==> src/rtl/jk_timer_pkg.sv <==
// Shared definitions for the JK timer controller: FSM state encoding and count direction.
package jk_timer_pkg;

  typedef enum logic [1:0] {
    IDLE = 2'd0,
    LOAD = 2'd1,
    RUN  = 2'd2,
    DONE = 2'd3
  } state_t;

  localparam logic DIR_UP   = 1'b0;
  localparam logic DIR_DOWN = 1'b1;

endpackage

==> src/rtl/jk_ff.sv <==
// Single JK flip-flop with asynchronous active-high reset (Q resets to 0).
// Ports: clk, rst, j, k (drive inputs), q (state).
module jk_ff (
  input  logic clk,
  input  logic rst,
  input  logic j,
  input  logic k,
  output logic q
);

  // j&~q sets / toggles, ~k&q holds a one
  always_ff @(posedge clk or posedge rst) begin
    if (rst) q <= 1'b0;
    else     q <= (j & ~q) | (~k & q);
  end

endmodule

==> src/rtl/jk_timer_ctrl.sv <==
// Window timer built on a WIDTH-bit synchronous JK-flip-flop counter.
// Sequences load/count/hold drive vectors through IDLE/LOAD/RUN/DONE with
// one-shot or auto-reload operation.
// Ports: clk, rst (async, active-high); start/stop handshake; dir, auto_reload,
// limit config (captured on accepted start); busy/done status; tc terminal
// count flag; count (flip-flop Q vector); j/k drive vectors for debug.
module jk_timer_ctrl
  import jk_timer_pkg::*;
#(
  parameter int unsigned WIDTH = 3
) (
  input  logic             clk,
  input  logic             rst,
  input  logic             start,
  input  logic             stop,
  input  logic             dir,
  input  logic             auto_reload,
  input  logic [WIDTH-1:0] limit,
  output logic             busy,
  output logic             done,
  output logic             tc,
  output logic [WIDTH-1:0] count,
  output logic [WIDTH-1:0] j,
  output logic [WIDTH-1:0] k
);

  state_t           state, state_nxt;
  logic             cfg_capture;
  logic             dir_q;
  logic             ar_q;
  logic [WIDTH-1:0] limit_q;
  logic [WIDTH-1:0] q;
  logic [WIDTH-1:0] sv, ev;
  logic [WIDTH-1:0] up_drv, dn_drv;

  // Counter datapath: one JK flip-flop per bit
  for (genvar gi = 0; gi < WIDTH; gi++) begin : g_ff
    jk_ff u_ff (
      .clk (clk),
      .rst (rst),
      .j   (j[gi]),
      .k   (k[gi]),
      .q   (q[gi])
    );
  end

  assign count = q;

  // Window endpoints from the captured configuration
  assign sv = (dir_q == DIR_DOWN) ? limit_q : '0;
  assign ev = (dir_q == DIR_DOWN) ? '0 : limit_q;

  // Toggle enables: bit i toggles when all lower bits are 1 (up) or 0 (down)
  always_comb begin
    logic all_one;
    logic all_zero;
    all_one  = 1'b1;
    all_zero = 1'b1;
    up_drv   = '0;
    dn_drv   = '0;
    for (int i = 0; i < int'(WIDTH); i++) begin
      up_drv[i] = all_one;
      dn_drv[i] = all_zero;
      all_one   = all_one & q[i];
      all_zero  = all_zero & ~q[i];
    end
  end

  // State register and configuration capture
  always_ff @(posedge clk or posedge rst) begin
    if (rst) begin
      state   <= IDLE;
      dir_q   <= 1'b0;
      ar_q    <= 1'b0;
      limit_q <= '0;
    end else begin
      state <= state_nxt;
      if (cfg_capture) begin
        dir_q   <= dir;
        ar_q    <= auto_reload;
        limit_q <= limit;
      end
    end
  end

  // Next-state, drive vectors and terminal-count flag; stop outranks tc in RUN
  always_comb begin
    state_nxt   = state;
    cfg_capture = 1'b0;
    tc          = 1'b0;
    j           = '0;
    k           = '0;
    unique case (state)
      IDLE: begin
        if (start && !stop) begin
          cfg_capture = 1'b1;
          state_nxt   = LOAD;
        end
      end
      LOAD: begin
        if (stop) begin
          state_nxt = IDLE;
        end else begin
          j         = sv;
          k         = ~sv;
          state_nxt = RUN;
        end
      end
      RUN: begin
        if (stop) begin
          state_nxt = IDLE;
        end else if (count == ev) begin
          tc = 1'b1;
          if (ar_q) begin
            j = sv;
            k = ~sv;
          end else begin
            state_nxt = DONE;
          end
        end else if (dir_q == DIR_UP) begin
          j = up_drv;
          k = up_drv;
        end else begin
          j = dn_drv;
          k = dn_drv;
        end
      end
      DONE: begin
        state_nxt = IDLE;
      end
      default: state_nxt = IDLE;
    endcase
  end

  // Status decoded directly from the state register
  assign busy = (state == LOAD) || (state == RUN);
  assign done = (state == DONE);

endmodule

==> config.mk <==
export PLATFORM = sky130hd
export DESIGN_NAME = jk_timer_ctrl
export DESIGN_NICKNAME = d
export VERILOG_FILES = /design/src/rtl/jk_timer_pkg.sv /design/src/rtl/jk_ff.sv /design/src/rtl/jk_timer_ctrl.sv
export SDC_FILE = /design/constraint.sdc
export NUM_CORES = 1
export LEC_CHECK = 0
export CORE_AREA = 4 4 46 48
export DETAILED_ROUTE_END_ITERATION = 10
export DIE_AREA = 0 0 50 52
export DONT_BUFFER_PORTS = 1
export HOLD_SLACK_MARGIN = 0.12
export PLACE_DENSITY_LB_ADDON = 0.05
export SETUP_SLACK_MARGIN = 0.05
export SLEW_MARGIN = 20
export SYNTH_ARGS = -nofsm -noshare
export SYNTH_HDL_FRONTEND = slang
export SYNTH_SLANG_ARGS = --single-unit
export TNS_END_PERCENT = 20
==> constraint.sdc <==
create_clock -name clk -period 5.55 [get_ports clk]
set_input_delay 0.555 -clock clk [delete_from_list [all_inputs] [get_ports clk]]
set_output_delay 0.555 -clock clk [all_outputs]
set_load 0.01 [all_outputs]
# ---- After elaboration in Yosys (flattened, before gate mapping)
# Cells that the tools add are included.
dict set report totals {
  ff_bits 10
  input_bits 9
  output_inout_bits 12
  word_cells 61
}
dict set report op_classes {
  n_eq_ne 7
  mux 24
  bitwise_logic 18
  n_reduce_logical 5
}
# op count
set ops {}
lappend ops {{$mux 3} 11}
lappend ops {{$pmux 3 s2} 2}
lappend ops {{$mux 2} 5}
lappend ops {{$and 1x1->1} 8}
lappend ops {{$pmux 2 s4} 1}
lappend ops {{$ne 3x3->1 const B} 2}
lappend ops {{$not 1->1} 6}
lappend ops {{$mux 1} 5}
lappend ops {{$eq 2x2->1 const B} 2}
lappend ops {{$eq 3x3->1} 1}
lappend ops {{$not 3->3} 1}
lappend ops {{$or 1x1->1} 3}
lappend ops {{$reduce_and 3->1} 1}
lappend ops {{$eq 2x1->1 const B} 1}
lappend ops {{$logic_not 2->1} 1}
lappend ops {{$ne 2x2->1 const B} 1}
lappend ops {{$logic_and 1x1->1} 1}
lappend ops {{$logic_not 1->1} 1}
lappend ops {{$logic_or 1x1->1} 1}

# ---- Longest topological paths before layout
dict set report logic_depth {
  depth_word 9
  mapped_depth 8
  ltp_nobuf 7
}

# ---- Cells and area by module
# Synthesis repeated with hierarchy kept, for this count alone.
dict set report hier_totals {
  cells_unflattened 87
  area_unflattened_um2 765.7
}
# module n_inst cells_per_inst area_per_inst_um2 seq_area_each_um2
set modules_own_cells {}
lappend modules_own_cells {jk_timer_ctrl 1 75 638.1 175.2}
lappend modules_own_cells {jk_ff 3 4 42.5 25.0}

# ---- Worst setup path after synthesis
# No wires, ideal clock.
dict set report synth_timing {
  kind {reg2out}
  startpoint {register state[0]}
  endpoint {output port j[2]}
  arrival_ns 1.762
  t_required_ns 4.995
  path_slack_ns 3.233
  stages_incl_launch_ff 8
  n_path_buf 1
  cell_sequence {dfrtp_1 > inv_1 > ha_1 > nand2b_1 > nor4_1 > o221ai_1 > inv_1 > buf_4}
}
dict set report synth_via {
  elab_chain_cells 2
  elab_cells_between_ends 3
  cone_classes {eq/ne: 2; mux: 1}
}
# item line
set synth_lines {}
lappend synth_lines {{start: declaration} jk_timer_ctrl.sv:27} ;# state_t state, state_nxt;
lappend synth_lines {{start signal: assignment} jk_timer_ctrl.sv:77} ;# state <= state_nxt;
lappend synth_lines {{$eq 2x2->1 / $eq 2x1->1 (equally long branches)} jk_timer_ctrl.sv:93} ;# unique case (state)
lappend synth_lines {{$pmux 3 s2 (*)} jk_timer_ctrl.sv:93}
lappend synth_lines {{end: declaration} jk_timer_ctrl.sv:23} ;# output logic [WIDTH-1:0] j,
# Mark *: on every way between the ends. The rest lies on a longest branch, timed or not.

# ---- Final worst setup path
dict set report layout_timing {
  startpoint {register dir_q}
  endpoint {output port j[2]}
}
dict set report layout_via {
  elab_chain_cells 5
  elab_cells_between_ends 9
  cone_classes {eq/ne: 1; mux: 8}
}
# item line
set layout_lines {}
lappend layout_lines {{start: declaration} jk_timer_ctrl.sv:29} ;# logic dir_q;
lappend layout_lines {{start signal: assignment} jk_timer_ctrl.sv:79} ;# dir_q <= dir;
lappend layout_lines {{$mux 3 (on tied branches)} {jk_timer_ctrl.sv:51, jk_timer_ctrl.sv:50}}
lappend layout_lines {{$eq 3x3->1 / $mux 3 (equally long branches)} {jk_timer_ctrl.sv:112, jk_timer_ctrl.sv:114}}
lappend layout_lines {{$mux 3} jk_timer_ctrl.sv:112} ;# end else if (count == ev) begin
lappend layout_lines {{$mux 3} jk_timer_ctrl.sv:110} ;# if (stop) begin
lappend layout_lines {{$pmux 3 s2 (*)} jk_timer_ctrl.sv:93}
# Marked as above.

==> impl_metrics.csv <==
group,metric,value,unit
clock_network,clkTransAtPathRegs,70,ps
clock_network,hold_buffers,0,
hold_path,hold_class,"in2async",
synthesis,ys_seq_area_frac,0.275,
floorplan,rows,15,
critical_path,cpPeakStageDelay,610,ps
critical_path,crit_path_end_kind,"output pin",
timing,worstMarginPinSlew,678,ps
critical_path,critPathKind,"reg2out",
clock_network,htree_num_levels,1,
pwr,ir_drop,0.301,mV
synthesis,ys_types,39,
synthesis,yosysWarnings,0,
global_route,grt_use_total,0.158,
routing,drt_iter0_drc,10,
clock_network,clock_latency,260,ps
global_route,gr-total-overflow,0,
critical_path,worst_ep_arrival_time,2210,ps
synthesis,ys_ff_latch,10,
timing,skew,1.25,ps
critical_path,critPathSlowestCell,"nor4_1",
placement,hpwl,1520,um
routing,postRouteWirelength,1920,um
critical_path,path_cells,"nand2b_1, xnor2_2, nor4_1, o221ai_1, inv_1",
clock_network,post_cts_buffers,0,
synthesis,syn_inst,100,
timing,rsz0062_at_grt,"false",
global_route,antenna_found_initial,0,
cells_and_area,final_common_cell,"dfrtp_1",
routing,routedWlPerCell,16.2,um
global_route,grt_max_degree,13,
routing,drc,0,
floorplan,die_w,50,um
floorplan,dieArea,2600,um2
clock_network,cts_tree,"done",
clock_network,cts_buffer_depth,2,
placement,gp_congestion,0.838,
cells_and_area,areaGrowthSynthToFinish,-0.824,%
clock_network,cts_resized,0,
cells_and_area,mostFrequentLayoutCells,"dfrtp_1 (10), inv_1 (8), nor2_1 (6), a21oi_1 (6)",
floorplan,start_util,0.533,
timing,whs,150,ps
pwr,power.total,595,uW
timing,finalCritPeriodShare,0.499,
synthesis,avgSynthCellArea,9.11,um2
timing,slew_viol_final,0,
critical_path,required,4990,ps
routing,routed_via_density,5.91,
job,max_cap_violations,0,
floorplan,ios,21,
critical_path,critPathLaunchType,"flip-flop",
floorplan,fp.coreArea,1710,um2
routing,dr.pass1.iters,4,
timing,max_freq,361,MHz
global_route,grt_pass1_wl,3080,um
cells_and_area,num_antenna_cells,0,
timing,finalSetupViolCount,0,
clock_network,root_buffer,"clkbuf_4",
routing,antenna_left,0,
critical_path,crit_fanout,12,
timing,max-slew-margin-rel,0.544,
placement,portBuffers,0,
routing,vias,703,
synthesis,synth.net_count,114,
timing,finalCriticalPeriod,2770,ps
global_route,grt_pass1_vias,678,
status,status,"complete, no violations",
pwr,power_density,659,nW/um2
cells_and_area,finalNetCount,109,
timing,finalSetupTns,0,ps
timing,final-hold-violation-count,0,
cells_and_area,drive_gt1_frac,0.170,
clock_network,cts_made_buffers,3,
pwr,leakagePower,0.366,nW
critical_path,ff2ff_setup_slack,3500,ps
floorplan,die_h,52,um
clock_network,cts_sinks,10,
synthesis,syn_area,911,um2
## cell type report
type / instances / area [um2]
clock buffer: 4 / 36.3
tap: 25 / 31.3
fill: 168 / 805
sequential: 10 / 250
multi-input combinational: 72 / 556
inverter: 8 / 30.0
## per-layer routing
metal / track usage / wire length, um
met3: 0.0372 / 81
met5: 0 / 0
met1: 0.195 / 907
met4: 0.0415 / 0
met2: 0.272 / 935
## critical path, delay by kind of cell (launching register included)
kind / cells / cell delay, ps
buffers and inverters: 1 / 140
XOR/XNOR: 1 / 210
flip-flops: 1 / 510
AND/OR/NAND/NOR: 2 / 850
AO/OA/AOI/OAI: 1 / 250
## stage by stage
| stage | util | std cells | worst slack (ps) | cell area (um2) |
|---|---|---|---|---|
| 2_1_floorplan | - | 100 | 3230 | 911 |
| 3_3_place_gp | 0.508 | 115 | 3100 | 867 |
| 3_5_place_dp | 0.508 | 115 | 3070 | 867 |
| 4_1_cts | 0.529 | 119 | 2760 | 903 |
| 5_1_grt | 0.529 | 119 | 2620 | 903 |
| 6_report | 0.529 | 119 | 2780 | 903 |
## path summary, 6_finish.rpt
path / endpoint / start / cells past startpoint
max: j[2] / dir_q / 5
min: limit_q[0] / rst / 1
max reg2reg: g_ff[2].u_ff.q / dir_q / 5
min reg2reg: limit_q[2] / limit_q[2] / 1
max in group asynchronous: ar_q / rst / 1
min in group clk: dir_q / dir / 1
## power by group
group / leakage (nW) / internal, mW / switching (mW)
registers: 0.124 / 0.108 / 0.0681
clock network: 0.0210 / 0.0398 / 0.0270
logic: 0.221 / 0.134 / 0.218
## flip-flops by register name (all words and copies together) (netlist names)
signal       count
dir_q            1
state            2
g_ff.u_ff.q      3
limit_q          3
ar_q             1
## cells by family after synthesis
kind of cell | after synthesis | share of synthesized area
xor gates and xnor gates | 2 | 0.0275
AOI/OAI and AO/OA | 27 | 0.240
and+or+nand+nor | 31 | 0.190
DFF | 10 | 0.275
muxes | 7 | 0.0838
adders and majority gates | 5 | 0.0687
buffers and inverters | 18 | 0.115
## synth_stat cells
master / instances / area (um2)
or2_1: 1 / 6.26
o211ai_2: 1 / 12.5
a31o_2: 1 / 8.76
nor3b_1: 1 / 7.51
nand3_1: 1 / 5.00
a211oi_1: 2 / 15.0
mux2i_1: 2 / 20.0
and2_1: 1 / 6.26
o311ai_4: 1 / 26.3
nor4_1: 2 / 12.5
nor3_1: 2 / 10.0
a22oi_1: 1 / 7.51
nand2b_1: 5 / 31.3
o221ai_1: 1 / 8.76
a2111o_1: 1 / 11.3
nand2_1: 4 / 15.0
xor2_1: 1 / 8.76
and2b_1: 1 / 7.51
o41ai_1: 1 / 8.76
or3b_1: 1 / 8.76
o221ai_2: 1 / 15.0
or3_1: 1 / 6.26
a21oi_1: 6 / 30.0
mux2_2: 5 / 56.3
inv_1: 8 / 30.0
nor2b_1: 2 / 12.5
o21ai_0: 5 / 25.0
nand3b_1: 2 / 15.0
nand4_1: 1 / 6.26
a221oi_2: 1 / 15.0
buf_4: 10 / 75.1
a31oi_1: 2 / 12.5
dfrtp_1: 10 / 250
o21ai_1: 1 / 5.00
a21oi_2: 1 / 8.76
ha_1: 5 / 62.6
a311oi_1: 1 / 8.76
xnor2_2: 1 / 16.3
nor2_1: 6 / 22.5
No activity file was read; power rests on OpenSTA's default activity.
